$ cat src/rtl/alu_seq_pkg.sv
// alu_seq_pkg: opcodes, instruction field positions and FSM state encoding for the ALU sequencer.
package alu_seq_pkg;
   localparam logic [2:0] OP_ADD    = 3'h0;
   localparam logic [2:0] OP_COMPL  = 3'h1;
   localparam logic [2:0] OP_SHR    = 3'h2;
   localparam logic [2:0] OP_SHL    = 3'h3;
   localparam logic [2:0] OP_COMPC  = 3'h4;
   localparam logic [2:0] OP_COMPN  = 3'h5;
   localparam logic [2:0] OP_CONST1 = 3'h6;
   localparam logic [2:0] OP_LOAD   = 3'h7;
   localparam int HALT_BIT = 7;
   localparam int OP_MSB   = 6;
   localparam int OP_LSB   = 4;
   typedef enum logic [2:0] {
      S_IDLE   = 3'd0,
      S_FETCH  = 3'd1,
      S_DECODE = 3'd2,
      S_EXEC   = 3'd3,
      S_WB     = 3'd4,
      S_DONE   = 3'd5,
      S_PAUSE  = 3'd6
   } state_t;
endpackage

$ cat src/rtl/alu_seq_ctrl_if.sv
// alu_seq_ctrl_if: host, program ROM and ALU signals of the sequencer.
// SINGLE_STEP_EN adds the host step input.
interface alu_seq_ctrl_if #(parameter int ADDR_W = 4, parameter int DATA_W = 4);
   logic              start;
   logic              busy;
   logic              done;
   logic [ADDR_W-1:0] rom_addr;
   logic              rom_en;
   logic [7:0]        rom_data;
   logic [2:0]        alu_opcode;
   logic [DATA_W-1:0] alu_a;
   logic [DATA_W-1:0] alu_b;
   logic [DATA_W-1:0] alu_result;
   logic              alu_carry;
   logic [DATA_W-1:0] acc;
   logic              flag_z;
   logic              flag_c;
`ifdef SINGLE_STEP_EN
   logic              step;
`endif
   modport master (
`ifdef SINGLE_STEP_EN
      input step,
`endif
      input start, rom_data, alu_result, alu_carry,
      output busy, done, rom_addr, rom_en, alu_opcode, alu_a, alu_b, acc, flag_z, flag_c
   );
   modport slave (
`ifdef SINGLE_STEP_EN
      output step,
`endif
      output start, rom_data, alu_result, alu_carry,
      input busy, done, rom_addr, rom_en, alu_opcode, alu_a, alu_b, acc, flag_z, flag_c
   );
endinterface

$ cat src/rtl/prog_counter.sv
// prog_counter: program counter with sync clear, increment enable and last-address flag.
module prog_counter #(parameter int ADDR_W = 4) (
   input  logic              clk,
   input  logic              rst_n,
   input  logic              clr,
   input  logic              inc,
   output logic [ADDR_W-1:0] cnt,
   output logic              last
);
   always_ff @(posedge clk or negedge rst_n)
      if (!rst_n) cnt <= '0;
      else if (clr) cnt <= '0;
      else if (inc) cnt <= cnt + 1'b1;
   assign last = &cnt;
endmodule

$ cat src/rtl/alu_seq_ctrl.sv
// alu_seq_ctrl: multicycle fetch/decode/exec/writeback sequencer driving the 4-bit ALU.
// SINGLE_STEP_EN holds the sequencer in PAUSE between instructions until a step pulse.
module alu_seq_ctrl
   import alu_seq_pkg::*;
#(
   parameter int ADDR_W = 4,
   parameter int DATA_W = 4
) (
   input logic           clk,
   input logic           rst_n,
   alu_seq_ctrl_if.master bus
);
   state_t state, state_nx;
   logic [7:0]        ir;
   logic [DATA_W-1:0] acc_q, res_q;
   logic              car_q, z_q, c_q, last;
   logic [ADDR_W-1:0] pc;
   logic [2:0]        op;
   assign op = ir[OP_MSB:OP_LSB];
   prog_counter #(.ADDR_W(ADDR_W)) u_pc (
      .clk  (clk),
      .rst_n(rst_n),
      .clr  (state == S_IDLE && bus.start),
      .inc  (state == S_WB),
      .cnt  (pc),
      .last (last)
   );
   always_ff @(posedge clk or negedge rst_n)
      if (!rst_n) state <= S_IDLE;
      else state <= state_nx;
   // ALU output is captured at the end of EXEC because the opcode returns to 0 in WB
   always_ff @(posedge clk or negedge rst_n)
      if (!rst_n) begin
         ir    <= '0;
         res_q <= '0;
         car_q <= 1'b0;
         acc_q <= '0;
         z_q   <= 1'b0;
         c_q   <= 1'b0;
      end else begin
         if (state == S_DECODE) ir <= bus.rom_data;
         if (state == S_EXEC) begin
            res_q <= bus.alu_result;
            car_q <= bus.alu_carry;
         end
         if (state == S_WB) begin
            acc_q <= res_q;
            z_q   <= res_q == '0;
            c_q   <= op == OP_ADD && car_q;
         end
      end
   always_comb begin
      state_nx = state;
      case (state)
         S_IDLE:   state_nx = bus.start ? S_FETCH : S_IDLE;
         S_FETCH:  state_nx = S_DECODE;
         S_DECODE: state_nx = S_EXEC;
         S_EXEC:   state_nx = S_WB;
`ifdef SINGLE_STEP_EN
         S_WB:     state_nx = (ir[HALT_BIT] || last) ? S_DONE : S_PAUSE;
         S_PAUSE:  state_nx = bus.step ? S_FETCH : S_PAUSE;
`else
         S_WB:     state_nx = (ir[HALT_BIT] || last) ? S_DONE : S_FETCH;
`endif
         default:  state_nx = S_IDLE;
      endcase
   end
   assign bus.busy       = state != S_IDLE;
   assign bus.done       = state == S_DONE;
   assign bus.rom_en     = state == S_FETCH;
   assign bus.rom_addr   = pc;
   assign bus.alu_opcode = state == S_EXEC ? op : 3'h0;
   assign bus.alu_b      = state == S_EXEC ? DATA_W'(ir[OP_LSB-1:0]) : '0;
   assign bus.alu_a      = acc_q;
   assign bus.acc        = acc_q;
   assign bus.flag_z     = z_q;
   assign bus.flag_c     = c_q;
endmodule

$ cat src/flat_wrapper.sv
// flat-port wrapper written by rule: the top's interface ports become plain ports
module alu_seq_ctrl_flat import alu_seq_pkg::*;
#(
   parameter int ADDR_W = 4,
   parameter int DATA_W = 4
)
  (clk, rst_n, bus_start, bus_rom_data, bus_alu_result, bus_alu_carry, bus_busy, bus_done, bus_rom_addr, bus_rom_en, bus_alu_opcode, bus_alu_a, bus_alu_b, bus_acc, bus_flag_z, bus_flag_c);
  alu_seq_ctrl_if #(.ADDR_W(ADDR_W), .DATA_W(DATA_W)) bus_i ();
  input logic clk;
  input logic rst_n;
  input wire logic [$bits(bus_i.start)-1:0] bus_start;
  input wire logic [$bits(bus_i.rom_data)-1:0] bus_rom_data;
  input wire logic [$bits(bus_i.alu_result)-1:0] bus_alu_result;
  input wire logic [$bits(bus_i.alu_carry)-1:0] bus_alu_carry;
  output wire logic [$bits(bus_i.busy)-1:0] bus_busy;
  output wire logic [$bits(bus_i.done)-1:0] bus_done;
  output wire logic [$bits(bus_i.rom_addr)-1:0] bus_rom_addr;
  output wire logic [$bits(bus_i.rom_en)-1:0] bus_rom_en;
  output wire logic [$bits(bus_i.alu_opcode)-1:0] bus_alu_opcode;
  output wire logic [$bits(bus_i.alu_a)-1:0] bus_alu_a;
  output wire logic [$bits(bus_i.alu_b)-1:0] bus_alu_b;
  output wire logic [$bits(bus_i.acc)-1:0] bus_acc;
  output wire logic [$bits(bus_i.flag_z)-1:0] bus_flag_z;
  output wire logic [$bits(bus_i.flag_c)-1:0] bus_flag_c;
  assign bus_i.start = bus_start;
  assign bus_i.rom_data = bus_rom_data;
  assign bus_i.alu_result = bus_alu_result;
  assign bus_i.alu_carry = bus_alu_carry;
  assign bus_busy = bus_i.busy;
  assign bus_done = bus_i.done;
  assign bus_rom_addr = bus_i.rom_addr;
  assign bus_rom_en = bus_i.rom_en;
  assign bus_alu_opcode = bus_i.alu_opcode;
  assign bus_alu_a = bus_i.alu_a;
  assign bus_alu_b = bus_i.alu_b;
  assign bus_acc = bus_i.acc;
  assign bus_flag_z = bus_i.flag_z;
  assign bus_flag_c = bus_i.flag_c;
  alu_seq_ctrl #(.ADDR_W(ADDR_W), .DATA_W(DATA_W)) u_core (.clk(clk), .rst_n(rst_n), .bus(bus_i));
endmodule
$ cat config.mk
export PLATFORM = sky130hd
export DESIGN_NAME = alu_seq_ctrl_flat
export DESIGN_NICKNAME = d
export VERILOG_FILES = /design/src/rtl/alu_seq_pkg.sv /design/src/rtl/alu_seq_ctrl_if.sv /design/src/rtl/prog_counter.sv /design/src/rtl/alu_seq_ctrl.sv /design/src/flat_wrapper.sv
export SDC_FILE = /design/constraint.sdc
export NUM_CORES = 1
export LEC_CHECK = 0
export CAP_MARGIN = 20
export CORE_ASPECT_RATIO = 0.5
export CORE_UTILIZATION = 40
export DETAILED_ROUTE_END_ITERATION = 16
export HOLD_SLACK_MARGIN = 0.08
export MAX_ROUTING_LAYER = met4
export PLACE_DENSITY = 0.71
export SLEW_MARGIN = 20
export SYNTH_ARGS = -nofsm -noshare
export SYNTH_HDL_FRONTEND = slang
export SYNTH_SLANG_ARGS = --single-unit
$ cat constraint.sdc
create_clock -name clk -period 1.8 [get_ports clk]
set_input_delay 0.27 -clock clk [delete_from_list [all_inputs] [get_ports clk]]
set_output_delay 0.27 -clock clk [all_outputs]
set_load 0.01 [all_outputs]
==> results.yml, run 1 <==
floorplan:
  core_area_mm2: 0.00272
  die_y_um: 40.8
  die_area_mm2: 0.00325
  num_rows: 13
  num_io_pins: 40
  fp.dieW_um: 79.6
  start_util_pct: 44.4
worst_setup_path:
  critPathMaxFanout: 4
  required_ns: 1.53
  start_kind: "register"
  crit_arrival_ns: 1.47
  end_kind: "primary output"
  crit_type: "register to primary output"
cells_and_area:
  nFillCells: 225
  drive_above_1_share_pct: 29.2
  nets: 155
  seq_area_um2: 651
  fin_area_mm2: 0.00170
  utilization_pct: 62.7
  antenna_cells: 0
  multi_input_area_um2: 483
  syn2layout_area_growth_pct: 41.3
drt:
  final_antenna_net_count: 0
  drt-total-wl_um: 2260
  drt_iter0_drc: 22
  firstDrtPassIters: 2
  routed-wl-met3_um: 100
  drc: 0
  wl_met1_um: 1070
  wl_per_cell_um: 13.0
  dr.max_layer_used: "met4"
  vias: 853
  routed-wl-met2_um: 1070
  drt-vias-per-instance: 4.90
placed_design:
  place.gp.congestion: 0.740
  placed_area_mm2: 0.00161
  dpl.hpwl_um: 1600
  port_buffers: 39
timing:
  timing.slew.headroom_pct: 69.1
  period_needed_ns: 1.74
  setup_viol: 0
  setup_tns_ns: 0
  fin_worst_skew_ns: 0.00807
  max_freq_mhz: 576
  period_share_pct: 96.5
  timing.hold.ws_ns: 0.355
  rsz0062_at_grt: "no"
  slew_violations: 0
  hold_violations: 0
  tightest_slew_ns: 0.463
global_routing:
  first_global_vias: 771
  grt_pass1_wl_um: 3660
  track_usage_pct: 16.6
  antenna_found_initial: 0
  grt-ovfl-total: 0
  grt_start_max_net_pins: 27
clock_tree:
  clk_latency_ns: 0.27
  cts_root_buf: "clkbuf_8"
  h-tree-depth: 1
  clkTransAtPathRegs_ns: 0.09
  cts_tree: "done"
  cts_buffers: 3
  cts.path.max_buffers: 2
  cts_num_sinks: 26
power:
  p_leak_uw: 0.000788
  p_per_area_mw_per_mm2: 1620
  total_power_uw: 2750
  peakVddDrop_mv: 0.807
synth:
  syn_nets: 108
  synth-seq-cells: 26
  yosys_warnings: 0
  synth_cell_type_count: 29
  synthesis.area_mm2: 0.00120
  synth.top_cell.area_share_pct: 54.0
  syn_area_per_cell_um2: 13.2
  synthCells: 91
  synth.largest_area_cell: "dfrtp_1"
  synth_area_leaders: "dfrtp_1 (54%), mux2_2 (13%), mux2_4 (5.0%), and2_1 (3.6%), buf_4 (2.5%)"
  yosysSeqAreaShare_pct: 54.0
status:
  outcome: "finished, final reports clean"
hold_path:
  holdCritPathClass: "primary input to async pin"
run:
  cap_viol_max_count: 0
-- metal layers --
metal	track usage, %	up-vias
li1	-	411
met3	5.56	2
met2	27.8	19
met5	-	-
met1	20.0	421
met4	4.09	0
-- cell usage after synthesis (all sizes together) --
cell type  instances
or4b               2
mux2              18
a31oi              1
a32o               1
and2               7
nand3              1
ha                 1
nor2               3
and3b              2
o21ai              4
nand2              2
buf                9
or4                1
or3                1
o21bai             1
inv                1
or3b               1
dfrtp             26
nor3               2
xnor2              1
a22o               2
a211oi             1
nor3b              2
a21o               1
-- report_power, final --
part | internal (uW) | switching, uW
logic | 837 | 500
clock network | 195 | 181
registers | 857 | 182
total | 1890 | 863
-- path summary, 6_finish.rpt --
check	startpoint	end	slack [ns]	cells past startpoint
worst max-delay path	u_core.state[0]$_DFF_PN0_	bus_busy	0.06	3
worst min-delay path	rst_n	u_core.u_pc.cnt[2]$_DFFE_PN0P_	0.36	2
worst max register to register	u_core.state[1]$_DFF_PN0_	u_core.bus.acc[2]$_DFFE_PN0N_	0.08	4
worst min register to register	u_core.bus.flag_c$_DFFE_PN0N_	u_core.bus.flag_c$_DFFE_PN0N_	0.51	2
max in group asynchronous	rst_n	u_core.bus.acc[3]$_DFFE_PN0N_	1.19	2
min in group clk	u_core.bus.flag_c$_DFFE_PN0N_	u_core.bus.flag_c$_DFFE_PN0N_	0.51	2
-- registers in the layout (all words and copies together) (netlist names) --
register           cells
u_core.u_pc.cnt        4
u_core.car_q           1
u_core.state           3
u_core.ir              8
u_core.res_q           4
u_core.bus.acc         4
u_core.bus.flag_c      1
u_core.bus.flag_z      1
-- worst max-delay path, stage by stage (launching register included) --
cell     delay, ns
dfrtp_1       0.41
buf_4         0.15
or3_2         0.48
buf_2         0.16
-- cells by family (layout without fill, tap and decap cells) --
family          after synthesis  after routing  synth area share, %
simple gates                 24             24                 13.9
fa+ha+maj                     1              1                 1.04
buf+inv                      10             56                 5.92
compound gates               11             11                 6.34
mux                          18             18                 18.1
flops                        26             26                 54.0
xor+xnor                      1              1                0.727
-- cell type report --
type                    instances  area share (%)
multi-input cells              55            28.4
clock buffers                   4            3.23
well taps                      37            2.72
flip-flops and latches         26            38.2
repair buffers                 51            27.3
inverters                       1           0.220
-- what timing repair did --
item	in CTS	in global routing
setup endpoints to repair	10	3
gates resized for setup	13	0
setup buffers	6	1
hold buffers	0	0
pin swaps	0	0
-- cells in the final DEF, fill, tap and decap left out, drive strengths merged, types with 2 or more instances in the layout --
| cell | synthesis | layout |
|---|---|---|
| nor3 | 2 | 2 |
| and3b | 2 | 2 |
| dfrtp | 26 | 26 |
| a22o | 2 | 2 |
| buf | 9 | 13 |
| nand2 | 2 | 2 |
| nor3b | 2 | 2 |
| o21ai | 4 | 4 |
| nor2 | 3 | 3 |
| and2 | 7 | 7 |
| or4b | 2 | 2 |
| clkbuf | 0 | 4 |
| mux2 | 18 | 18 |
| dlygate4sd2 | 0 | 9 |
| clkdlybuf4s50 | 0 | 29 |
-- through the flow --
step,worst slack [ns],instances
6_report,0.0636,174
4_1_cts,0.0272,173
5_1_grt,0.0176,174
3_3_place_gp,0.113,163
3_5_place_dp,0.0973,163
2_1_floorplan,0.374,91
No activity file was read; power rests on OpenSTA's default activity.
==> run 2: changes to the inputs <==
- SKIP_LAST_GASP: not set -> 1
==> run 2 against run 1 <==
  * Clock-buffer cell count unchanged
  * Cell count unchanged
  * Setup slack about the same
  * Critical path depth unchanged
  * Register-to-register slack is essentially flat
  * Sequential power is essentially flat
  * Flip-flop and latch count unchanged
  * Critical path type unchanged
  * Largest power group unchanged
  * Highest routed layer unchanged
==> results.yml, run 2 (synthesis results as in run 1) <==
cells_and_area:
  antenna_cells: 0
  nets: 155
  stdcell_count: 174
  final_common_cell: "clkdlybuf4s50_1"
  utilization_pct: 62.8
  nFillCells: 223
  final_cell_mix: "clkdlybuf4s50_1 (29), dfrtp_1 (26), mux2_2 (14)"
  drive_above_1_share_pct: 29.2
  regMostFlops: "u_core.ir"
  syn2layout_area_growth_pct: 41.6
  largest_reg_flops: 8
clock_tree:
  clkTransAtPathRegs_ns: 0.09
  cts_root_buf: "clkbuf_8"
  hold_buffers: 0
  clk_latency_ns: 0.27
  cts_buffers: 3
  cts.path.max_buffers: 2
  cts_num_sinks: 26
  cts_tree: "done"
  h-tree-depth: 1
timing:
  fin_worst_skew_ns: 0.00823
  period_needed_ns: 1.74
  period_share_pct: 96.5
  timing.slew.headroom_pct: 69.1
  tightest_slew_ns: 0.463
  max_freq_mhz: 576
  rsz0062_at_grt: "no"
  setup_tns_ns: 0
  slew_violations: 0
  setup_viol: 0
  hold_violations: 0
power:
  p_leak_uw: 0.000801
  peakVddDrop_mv: 0.807
  p_per_area_mw_per_mm2: 1610
  total_power_uw: 2760
drt:
  final_antenna_net_count: 0
  drt-total-wl_um: 2260
  drt_iter0_drc: 22
  drt-vias-per-instance: 4.92
  wl_per_cell_um: 13.0
  vias: 856
  firstDrtPassIters: 2
  drc: 0
placed_design:
  dp_cells: 163
  place.gp.congestion: 0.740
  port_buffers: 39
  dpl.hpwl_um: 1600
floorplan:
  die_y_um: 40.8
  fp.dieW_um: 79.6
  die_area_mm2: 0.00325
  num_rows: 13
  num_io_pins: 40
  start_util_pct: 44.4
  core_area_mm2: 0.00272
worst_setup_path:
  critPathMaxFanout: 4
  required_ns: 1.53
  crit_path_cell_trace: "buf_4 -> or3_2 -> buf_2"
  r2r_end: "u_core.bus.acc[2]$_DFFE_PN0N_"
  critPathSlowestCell: "or3_2"
  startpoint: "u_core.state[0]$_DFF_PN0_"
  crit_path_max_incr_delay_ns: 0.48
  timing.rr.start: "u_core.state[1]$_DFF_PN0_"
  crit_type: "register to primary output"
  start_kind: "register"
  end_kind: "primary output"
  crit_arrival_ns: 1.47
  reg2reg_depth: 4
  crit_cells: 3
  rrSetupSlack_ns: 0.08
  endpoint: "bus_busy"
  path_delay_family: "simple AND/OR/NAND/NOR gates"
  cp_num_buf_inv: 2
run:
  cap_viol_max_count: 0
global_routing:
  first_global_vias: 771
  grt_pass1_wl_um: 3660
  antenna_found_initial: 0
  track_usage_pct: 16.6
  grt_start_max_net_pins: 27
  grt-ovfl-total: 0
hold_path:
  holdCritPathClass: "primary input to async pin"
status:
  outcome: "finished, final reports clean"
run 2: cell count changes in the layout (fill, tap and decap cells not counted):
| cell | before | now |
|---|---|---|
| dlygate4sd2_1 | 9 | 8 |
| dlymetal6s2s_1 | 0 | 1 |
run 2: worst min path at each step:
stage / end / cells after the start
final: u_core.u_pc.cnt[2]$_DFFE_PN0P_ / 2
after global routing: u_core.u_pc.cnt[2]$_DFFE_PN0P_ / 2
after CTS: u_core.u_pc.cnt[2]$_DFFE_PN0P_ / 2
after detailed placement: u_core.ir[2]$_DFFE_PN0N_ / 1
after global placement: u_core.bus.flag_z$_DFFE_PN0N_ / 2
after floorplan: u_core.bus.acc[0]$_DFFE_PN0N_ / 0
run 2: stage by stage:
step	area, um^2	hold slack (ns)	worst slack (ns)
after floorplan	1200	-0.0256	0.374
after detailed placement	1610	0.489	0.0973
after global routing	1710	0.394	0.0197
final	1710	0.355	0.0635
after CTS	1700	0.367	-0.109
after global placement	1610	0.467	0.113
run 2: final cells by class:
type,instances,area (um^2),area share (%)
Multi-Input combinational cell,55,483,28.3
Timing Repair Buffer,51,468,27.4
Clock buffer,4,55.1,3.23
Tap cell,37,46.3,2.71
Inverter,1,3.75,0.220
Sequential cell,26,651,38.1
run 2: repair_timing:
action | 4_1_cts | 5_1_grt
setup endpoints to repair | 10 | 4
setup buffers | 6 | 1
pin swaps | 0 | 0
gates resized for setup | 12 | 1
run 2: routing by layer:
layer | vias up | global-route usage, % | part of all wire (%)
met4 | 0 | 4.09 | 0.53
li1 | 411 | - | -
met5 | - | - | 0
met2 | 19 | 27.8 | 48
met3 | 2 | 5.56 | 4.4
met1 | 424 | 20.0 | 47
run 2: report_power, final:
group	switching, uW	internal [uW]
sequential	182	857
combinational	501	839
clock	181	195
==> run 3: changes to the inputs <==
- CTS_CLUSTER_DIAMETER: not set -> 60
==> results of run 3 <==
The final DEF is identical to that of run 2; final timing and power are the same.
